### src/rtl/uart_probe_gen.sv
// uart_probe_gen: stand-in for the UART core. Debounces the {payload,cmd} input bus,
// emits a one-cycle reset-command strobe, runs a programmable prescaler and drives a
// multi-mode pattern generator onto io_out.
module uart_probe_gen #(
  parameter int                OUT_W      = 8,
  parameter int                PAY_W      = 5,
  parameter int                DIV_W      = 8,
  parameter int                DEBOUNCE   = 2,
  parameter logic [PAY_W-1:0]  RESET_CODE = 5'b11000,
  parameter logic [OUT_W-1:0]  LFSR_TAPS  = 8'hB8
) (
  input  logic               clk,
  input  logic               reset,
  input  logic [PAY_W+1:0]   io_in,
  output logic [OUT_W-1:0]   io_out,
  output logic               io_tick,
  output logic               io_resetCommandStrobe,
  output logic               io_gatedTxdStopBitSupport
);

  localparam int         IN_W     = PAY_W + 2;
  localparam logic [3:0] STAB_MAX = 4'(DEBOUNCE);
  localparam logic [3:0] STAB_ACC = 4'(DEBOUNCE - 1);

  localparam logic [1:0] CMD_DATA   = 2'd0;
  localparam logic [1:0] CMD_CONFIG = 2'd1;
  localparam logic [1:0] CMD_PREDIV = 2'd2;

  // Registered state
  logic [IN_W-1:0]  in_q_r;
  logic [3:0]       stab_r;
  logic [2:0]       mode_r;
  logic             run_r;
  logic             stopbit_r;
  logic [DIV_W-1:0] div_reload_r;
  logic [DIV_W-1:0] div_cnt_r;
  logic [OUT_W-1:0] pat_r;
  logic             tick_r;
  logic             strobe_r;

  // Next-state / decode signals
  logic [PAY_W-1:0] payload_s;
  logic [1:0]       cmd_s;
  logic             same_s;
  logic             accept_s;
  logic             adv_s;
  logic [3:0]       stab_nxt_s;
  logic [2:0]       mode_nxt_s;
  logic             run_nxt_s;
  logic             stopbit_nxt_s;
  logic [DIV_W-1:0] div_reload_nxt_s;
  logic [DIV_W-1:0] div_cnt_nxt_s;
  logic [OUT_W-1:0] pat_nxt_s;
  logic             tick_nxt_s;
  logic             strobe_nxt_s;

  // One step of the free-running pattern for the tick-driven modes.
  function automatic logic [OUT_W-1:0] pattern_step(input logic [2:0]       mode,
                                                    input logic [OUT_W-1:0] pat);
    logic [OUT_W-1:0] res;
    case (mode)
      3'd0:    res = pat + OUT_W'(1);
      3'd1:    res = (pat == {OUT_W{1'b0}}) ? OUT_W'(1) : {pat[OUT_W-2:0], pat[OUT_W-1]};
      3'd2: begin
        if (pat == {OUT_W{1'b0}}) begin
          res = OUT_W'(1);
        end else if (pat[0]) begin
          res = (pat >> 1) ^ LFSR_TAPS;
        end else begin
          res = pat >> 1;
        end
      end
      default: res = pat;
    endcase
    return res;
  endfunction

  assign payload_s = io_in[IN_W-1:2];
  assign cmd_s     = io_in[1:0];
  assign same_s    = (io_in == in_q_r);
  assign accept_s  = same_s && (stab_r == STAB_ACC);
  assign adv_s     = run_r && (div_cnt_r == {DIV_W{1'b0}});

  // Debounce counter, command decode, prescaler and pattern next-state.
  always_comb begin
    stab_nxt_s       = stab_r;
    mode_nxt_s       = mode_r;
    run_nxt_s        = run_r;
    stopbit_nxt_s    = stopbit_r;
    div_reload_nxt_s = div_reload_r;
    div_cnt_nxt_s    = div_cnt_r;
    pat_nxt_s        = pat_r;
    tick_nxt_s       = 1'b0;
    strobe_nxt_s     = 1'b0;

    // Stability count saturates so a held value is accepted only once.
    if (same_s) begin
      stab_nxt_s = (stab_r >= STAB_MAX) ? STAB_MAX : stab_r + 4'd1;
    end else begin
      stab_nxt_s = 4'd0;
    end

    // Prescaler: count down, reload and tick on zero; frozen while stopped.
    if (run_r) begin
      if (div_cnt_r != {DIV_W{1'b0}}) begin
        div_cnt_nxt_s = div_cnt_r - DIV_W'(1);
        tick_nxt_s    = 1'b0;
      end else begin
        div_cnt_nxt_s = div_reload_r;
        tick_nxt_s    = 1'b1;
      end
    end else begin
      div_cnt_nxt_s = div_cnt_r;
      tick_nxt_s    = 1'b0;
    end

    // Accepted commands; the reset code pre-empts any configuration change.
    if (accept_s) begin
      case (cmd_s)
        CMD_CONFIG: begin
          if (payload_s == RESET_CODE) begin
            strobe_nxt_s = 1'b1;
          end else begin
            mode_nxt_s    = payload_s[2:0];
            stopbit_nxt_s = payload_s[3];
            run_nxt_s     = payload_s[4];
          end
        end
        CMD_PREDIV: begin
          div_reload_nxt_s = DIV_W'(payload_s);
          div_cnt_nxt_s    = DIV_W'(payload_s);
          tick_nxt_s       = 1'b0;
        end
        default: begin
          strobe_nxt_s = 1'b0;
        end
      endcase
    end else begin
      strobe_nxt_s = 1'b0;
    end

    // Pattern: an accepted DATA/CONFIG/PREDIV owns the edge; otherwise echo or advance.
    if (accept_s && (cmd_s == CMD_DATA)) begin
      pat_nxt_s = OUT_W'(payload_s);
    end else if (accept_s && ((cmd_s == CMD_CONFIG) || (cmd_s == CMD_PREDIV))) begin
      pat_nxt_s = pat_r;
    end else if (mode_r == 3'd3) begin
      pat_nxt_s = OUT_W'(in_q_r);
    end else if (adv_s) begin
      pat_nxt_s = pattern_step(mode_r, pat_r);
    end else begin
      pat_nxt_s = pat_r;
    end
  end

  // State register with synchronous reset.
  always_ff @(posedge clk) begin
    if (reset) begin
      in_q_r       <= {IN_W{1'b0}};
      stab_r       <= STAB_MAX;
      mode_r       <= 3'd0;
      run_r        <= 1'b1;
      stopbit_r    <= 1'b0;
      div_reload_r <= {DIV_W{1'b1}};
      div_cnt_r    <= {DIV_W{1'b1}};
      pat_r        <= {OUT_W{1'b0}};
      tick_r       <= 1'b0;
      strobe_r     <= 1'b0;
    end else begin
      in_q_r       <= io_in;
      stab_r       <= stab_nxt_s;
      mode_r       <= mode_nxt_s;
      run_r        <= run_nxt_s;
      stopbit_r    <= stopbit_nxt_s;
      div_reload_r <= div_reload_nxt_s;
      div_cnt_r    <= div_cnt_nxt_s;
      pat_r        <= pat_nxt_s;
      tick_r       <= tick_nxt_s;
      strobe_r     <= strobe_nxt_s;
    end
  end

  assign io_out                    = pat_r;
  assign io_tick                   = tick_r;
  assign io_resetCommandStrobe     = strobe_r;
  assign io_gatedTxdStopBitSupport = stopbit_r;

endmodule

### config.mk
export PLATFORM = sky130hd
export DESIGN_NAME = uart_probe_gen
export DESIGN_NICKNAME = d
export VERILOG_FILES = /design/src/rtl/uart_probe_gen.sv
export SDC_FILE = /design/constraint.sdc
export NUM_CORES = 1
export LEC_CHECK = 0
export CAP_MARGIN = 20
export CORE_ASPECT_RATIO = 1.1
export CORE_MARGIN = 2
export CORE_UTILIZATION = 62
export CTS_BUF_LIST = sky130_fd_sc_hd__clkbuf_16
export DETAILED_ROUTE_END_ITERATION = 8
export PLACE_DENSITY = 0.85
export SLEW_MARGIN = 20
export SYNTH_ARGS = -nofsm -noshare
export SYNTH_HDL_FRONTEND = slang
export SYNTH_SLANG_ARGS = --single-unit
### constraint.sdc
create_clock -name clk -period 3.4 [get_ports clk]
set_input_delay 0.68 -clock clk [delete_from_list [all_inputs] [get_ports clk]]
set_output_delay 0.68 -clock clk [all_outputs]
set_load 0.005 [all_outputs]
-- Word level (Yosys, flattened, before mapping)
Index checks and enable logic that the tools add are counted.
- input port bits: 9
- bits in registers: 42
- output and inout bits: 11
- $lt $le $gt $ge: 1
- eq/ne operators: 9
- multiplexer cells: 19
- add/sub/neg operators: 3
- bitwise gates (word level): 6
- reduce and logical (&&, ||, !) cells: 21
- operators with widths (cell ; count):
    2-to-1 mux 8 bit ; 9
    one-hot mux 8 bit (3 select lines) ; 1
    logical NOT 8 bit ; 2
    2-to-1 mux 5 bit ; 2
    AND reduction 3 bit ; 3
    adder 8 x 1 -> 8 bit, second input constant ; 1
    nonzero test 8 bit ; 1
    subtractor 8 x 1 -> 8 bit, second input constant ; 1
    equality test 7 bit ; 1
    equality test 3 x 2 -> 1 bit, second input constant ; 2
    OR reduction 3 bit ; 2
    equality test 5 bit, second input constant ; 1
    2-to-1 mux 1 bit ; 5
    NOT 1 bit ; 5
    nonzero test 5 bit ; 1
    adder 4 x 1 -> 4 bit, second input constant ; 1
    equality test 4 x 1 -> 1 bit, second input constant ; 1
    greater-or-equal comparator 4 x 2 -> 1 bit, second input constant ; 1
    logical AND 1 bit ; 4
    2-to-1 mux 2 bit ; 2
    NOT 3 -> 4 bit ; 1
    nonzero test 4 bit ; 1
    equality test 3 x 1 -> 1 bit, second input constant ; 1
    logical NOT 3 bit ; 1
    other kinds (9) ; 9

-- Longest topological paths before layout
- depth in word-level cells: 8
- gate-level depth with buffers: 8

-- Least setup slack after synthesis
No wires, ideal clock.
- path type: flip-flop to flip-flop
- start: reg div_cnt_r[3]
- end: reg div_cnt_r[2]
- setup time: 120 ps
- stages on the path, launching flop included: 8
- arrival time: 2224 ps
- data required time: 3280 ps
- setup slack: 1056 ps
- path through: dfxtp_1 > or4_1 > buf_2 > or3_1 > buf_6 > mux2_4 > a22o_1 > a211o_1
- word-level cells in the longest chain between the ends: 5
- RTL lines (what ; RTL line ; text):
    start: declaration ; 36 ; logic [DIV_W-1:0] div_cnt_r;
    start signal: assignment ; 165 ; div_cnt_r <= {DIV_W{1'b1}};
    start signal: assignment ; 176 ; div_cnt_r <= div_cnt_nxt_s;
    nonzero test 8 bit * ; 105 ; if (div_cnt_r != {DIV_W{1'b0}}) begin
    2-to-1 mux 8 bit * ; 105 ;
    2-to-1 mux 8 bit * ; 104 ; if (run_r) begin
    2-to-1 mux 8 bit ; 119 ; case (cmd_s)
    2-to-1 mux 8 bit * ; 118 ; if (accept_s) begin
Every way passes the cells marked *; elsewhere a longest branch is shown, timed or not.
A chain may end at the register's enable or synchronous reset.

-- Worst setup path in the final report
- start: reg div_cnt_r[2]
- end: reg pat_r[4] (netlist: io_out[4])
- word-level cells in the longest chain between the ends: 4
- RTL lines (what ; RTL line ; text):
    logical NOT 8 bit ; 82 ; assign adv_s = run_r && (div_cnt_r == {DIV_W{1'b0}});
    logical AND 1 bit ; 82 ;
    nonzero test 3 bit (no line) ; - ;
    AND reduction 3 bit (no line) ; - ;
    end signal: assignment ; 166 ; pat_r <= {OUT_W{1'b0}};
    end signal: assignment ; 177 ; pat_r <= pat_nxt_s;
    end: declaration ; 37 ; logic [OUT_W-1:0] pat_r;
Every way passes these cells.

==> results by group <==
Status
  • Outcome: complete, no violations

STA
  • Tcrit/Tclk final: 79.2%
  • Fin. max-slew vios: 0
  • RSZ-0062 raised after global routing: no
  • Period minus WS final: roughly 2700 ps
  • Slew headroom: 63.6%
  • Fmax: between 0.3 and 0.4 GHz
  • Worst-case clock skew: around 5.3 ps
  • Slew @ Worst Pin: around 550 ps
  • Hold Fails Final Rpt: 0
  • Final setup violation count: 0
  • Setup Total Neg Slack: 0 ps

Floorplanning
  • Die width: between 60 and 70 um
  • Core box area: 3630 sq um
  • Initial Util: 64.5%
  • Die footprint: between 4000 and 5000 sq um
  • Boundary Pins: 20
  • Die Ht: roughly 68 um
  • Cell Rows: 23

Cells and area
  • Area growth from synthesis to layout: 15.9%
  • Most frequent cells in the layout: dfxtp_1, clkdlybuf4s50_1, nand2_1
  • N_diodes: 0
  • Final nets: between 300 and 400
  • Final Cell Area: about 2700 sq um
  • Post-Layout Cell Count: about 340
  • Share of layout cells above drive strength 1: 8.68%
  • Commonest non-fill, non-tap cell in the layout: dfxtp_1

Power
  • Clock share of power: 44.9%
  • Total power: approximately 0.001 W
  • Internal cell power: 0.000776 W
  • Power Density: about 370 nW/um^2
  • Sw Ratio: 22.8%
  • NetSw: around 0.00023 W
  • Sequential share of power: about 48%
  • Combinational share of power: under 10%
  • Peak VDD IR: 0.356 mV
  • Pleak: 1.05 nW

Worst setup path
  • Max stage delay on crit path: about 620 ps
  • Type of the worst setup path: flip-flop to flip-flop
  • Worst EP required: around 3600 ps
  • Critical Path End Type: flip-flop
  • Crit-path max FO: 14
  • CP max stage cell: or4_1
  • Worst-path cell chain: or4_1 -> o41ai_1 -> o31a_1 -> o211ai_1 -> a32o_1
  • Worst setup SP type: flip-flop
  • Crit path arrival time: about 2900 ps

Global routing
  • Pin count of the biggest net entering global routing: 24
  • Grt ovf: 0
  • GRT Total Usage: 28.8%
  • First-pass GRT wire length: about 9.4 mm
  • Antenna violations before repair: 0
  • Vias in the first global route: ~1900

Yosys
  • Synth warn: 0
  • Mapped Nets: 290
  • Seq/Total Area, Yosys: 34.3%
  • Post-synthesis async set-or-reset flop share: 0%
  • Mean area per synthesized cell: between 8 and 9 sq um
  • Synth cell types: slightly above 60
  • Cells after synthesis: 271
  • Post-synth EDFFs: 0
  • Yosys reg bits: 40
  • Post-synth top flop: dfxtp_1
  • Mapped cell area: between 2000 and 2500 sq um

Drt
  • Total Wirelength: 5.70 mm
  • Number of routed nets with antenna violations: 0
  • Remaining DRCs: 0
  • Total number of vias: 2103
  • Drt wl/cell: about 17 um
  • Vias per cell: ~6.2
  • 1st-iter DRT viols: between 150 and 200
  • TritonRoute pass-1 iters: 5

CTS
  • CTS Buf Count: 5
  • CTS tree: done
  • Hold buffers post-CTS: 0
  • CTS Buffer Depth: 2
  • Root Driver: clkbuf_16
  • Clk sinks: 40
  • Clk Latency, worst-skew pair: about 280 ps
  • Post-CTS setup buffers: 0
  • Max H-tree Level: 2
  • CTS clk-pin slew, worst paths: 60 ps
  • Cts repair resizes: 0

Placement
  • Dpl cells: 331
  • PortBufs: 19
  • Gpl congestion: approximately 0.9
  • Placed Area: about 2600 sq um
  • HPWL Detailed: a little over 4 mm

Job
  • Max-cap violations: 0

Min path
  • Worst min-delay path category: flip-flop to flip-flop
-- synth_stat cells, types with 5 or more instances --
cell type,count,area (sq um)
a21o_1,5,37.5
a21oi_1,10,50.1
a32o_1,7,70.1
clkbuf_1,10,37.5
dfxtp_1,40,801
ha_1,10,125
inv_1,17,63.8
mux2i_1,11,110
nand2_1,18,67.6
nand2b_1,6,37.5
nand3_1,6,30.0
nor2_1,12,45.0
nor2b_1,8,50.1
nor3_1,9,45.0
o21ai_0,13,65.1
or2_2,5,31.3
xnor2_1,12,105
-- sequential cells by signal, summed over array words and instances, names as in the netlist --
signal / cells
stab_r: 4
in_q_r: 7
io_tick: 1
run_r: 1
div_reload_r: 6
mode_r: 3
div_cnt_r: 8
io_out: 8
io_gatedTxdStopBitSupport: 1
io_resetCommandStrobe: 1
-- final cells by class --
cell class | instances | area, sq um
clock inverters | 2 | 12.5
repair buffers | 24 | 228
fillers | 273 | 917
flip-flops and latches | 40 | 801
multi-input cells | 199 | 1410
well taps | 50 | 62.6
clock buffers | 5 | 125
inverters | 18 | 67.6
-- critical path: cells and delay by family, from the launching register on --
family / cells / cell delay [ps]
and+or+nand+nor: 1 / 620
AOI/OAI and AO/OA: 4 / 1610
DFF: 1 / 350
-- layer usage --
metal / track usage, % / wire (um) / vias to the layer above
li1: - / - / 1022
met1: 37.6 / 2490 / 968
met2: 47.6 / 2670 / 103
met3: 5.59 / 426 / 10
met4: 11.4 / 116 / 0
met5: 0 / 0 / -
-- power by group through the flow --
stage / clock (W) / combinational, W / sequential, W
6_report: 0.000451 / 0.0000671 / 0.000486
5_1_grt: 0.000473 / 0.0000742 / 0.000488
4_1_cts: 0.000451 / 0.0000669 / 0.000486
3_5_place_dp: 0 / 0.0000660 / 0.000496
3_3_place_gp: 0 / 0.0000647 / 0.000496
2_1_floorplan: 0 / 0.0000390 / 0.000494
-- logic make-up (layout without fill, tap and decap cells) --
logic type,Yosys count,count (layout),synth area share (%)
fa+ha+maj,10,10,5.35
compound gates,73,73,23.0
buf+inv,32,49,5.57
mux,14,14,6.32
flops,40,40,34.3
other cells,1,1,0.160
xor+xnor,13,13,4.87
simple gates,88,88,20.5
-- stage by stage --
step	hold slack [ps]	setup slack (ps)	util (%)
2_1_floorplan	432	1060	-
3_3_place_gp	446	601	70.9
3_5_place_dp	447	580	70.9
4_1_cts	461	721	74.7
5_1_grt	487	529	74.7
6_report	457	706	74.7
-- worst paths after layout --
kind	from	to	slack, ps	cells after the start
worst max-delay path	div_cnt_r[2]$_SDFF_PP1_	io_out[4]$_SDFFE_PP0P_	710	5
worst min-delay path	io_gatedTxdStopBitSupport$_SDFFE_PP0P_	io_gatedTxdStopBitSupport$_SDFFE_PP0P_	460	2
worst max register to register	div_cnt_r[2]$_SDFF_PP1_	io_out[4]$_SDFFE_PP0P_	710	5
worst min register to register	io_gatedTxdStopBitSupport$_SDFFE_PP0P_	io_gatedTxdStopBitSupport$_SDFFE_PP0P_	460	2
Note: power is estimated with default switching activity, not from simulation.
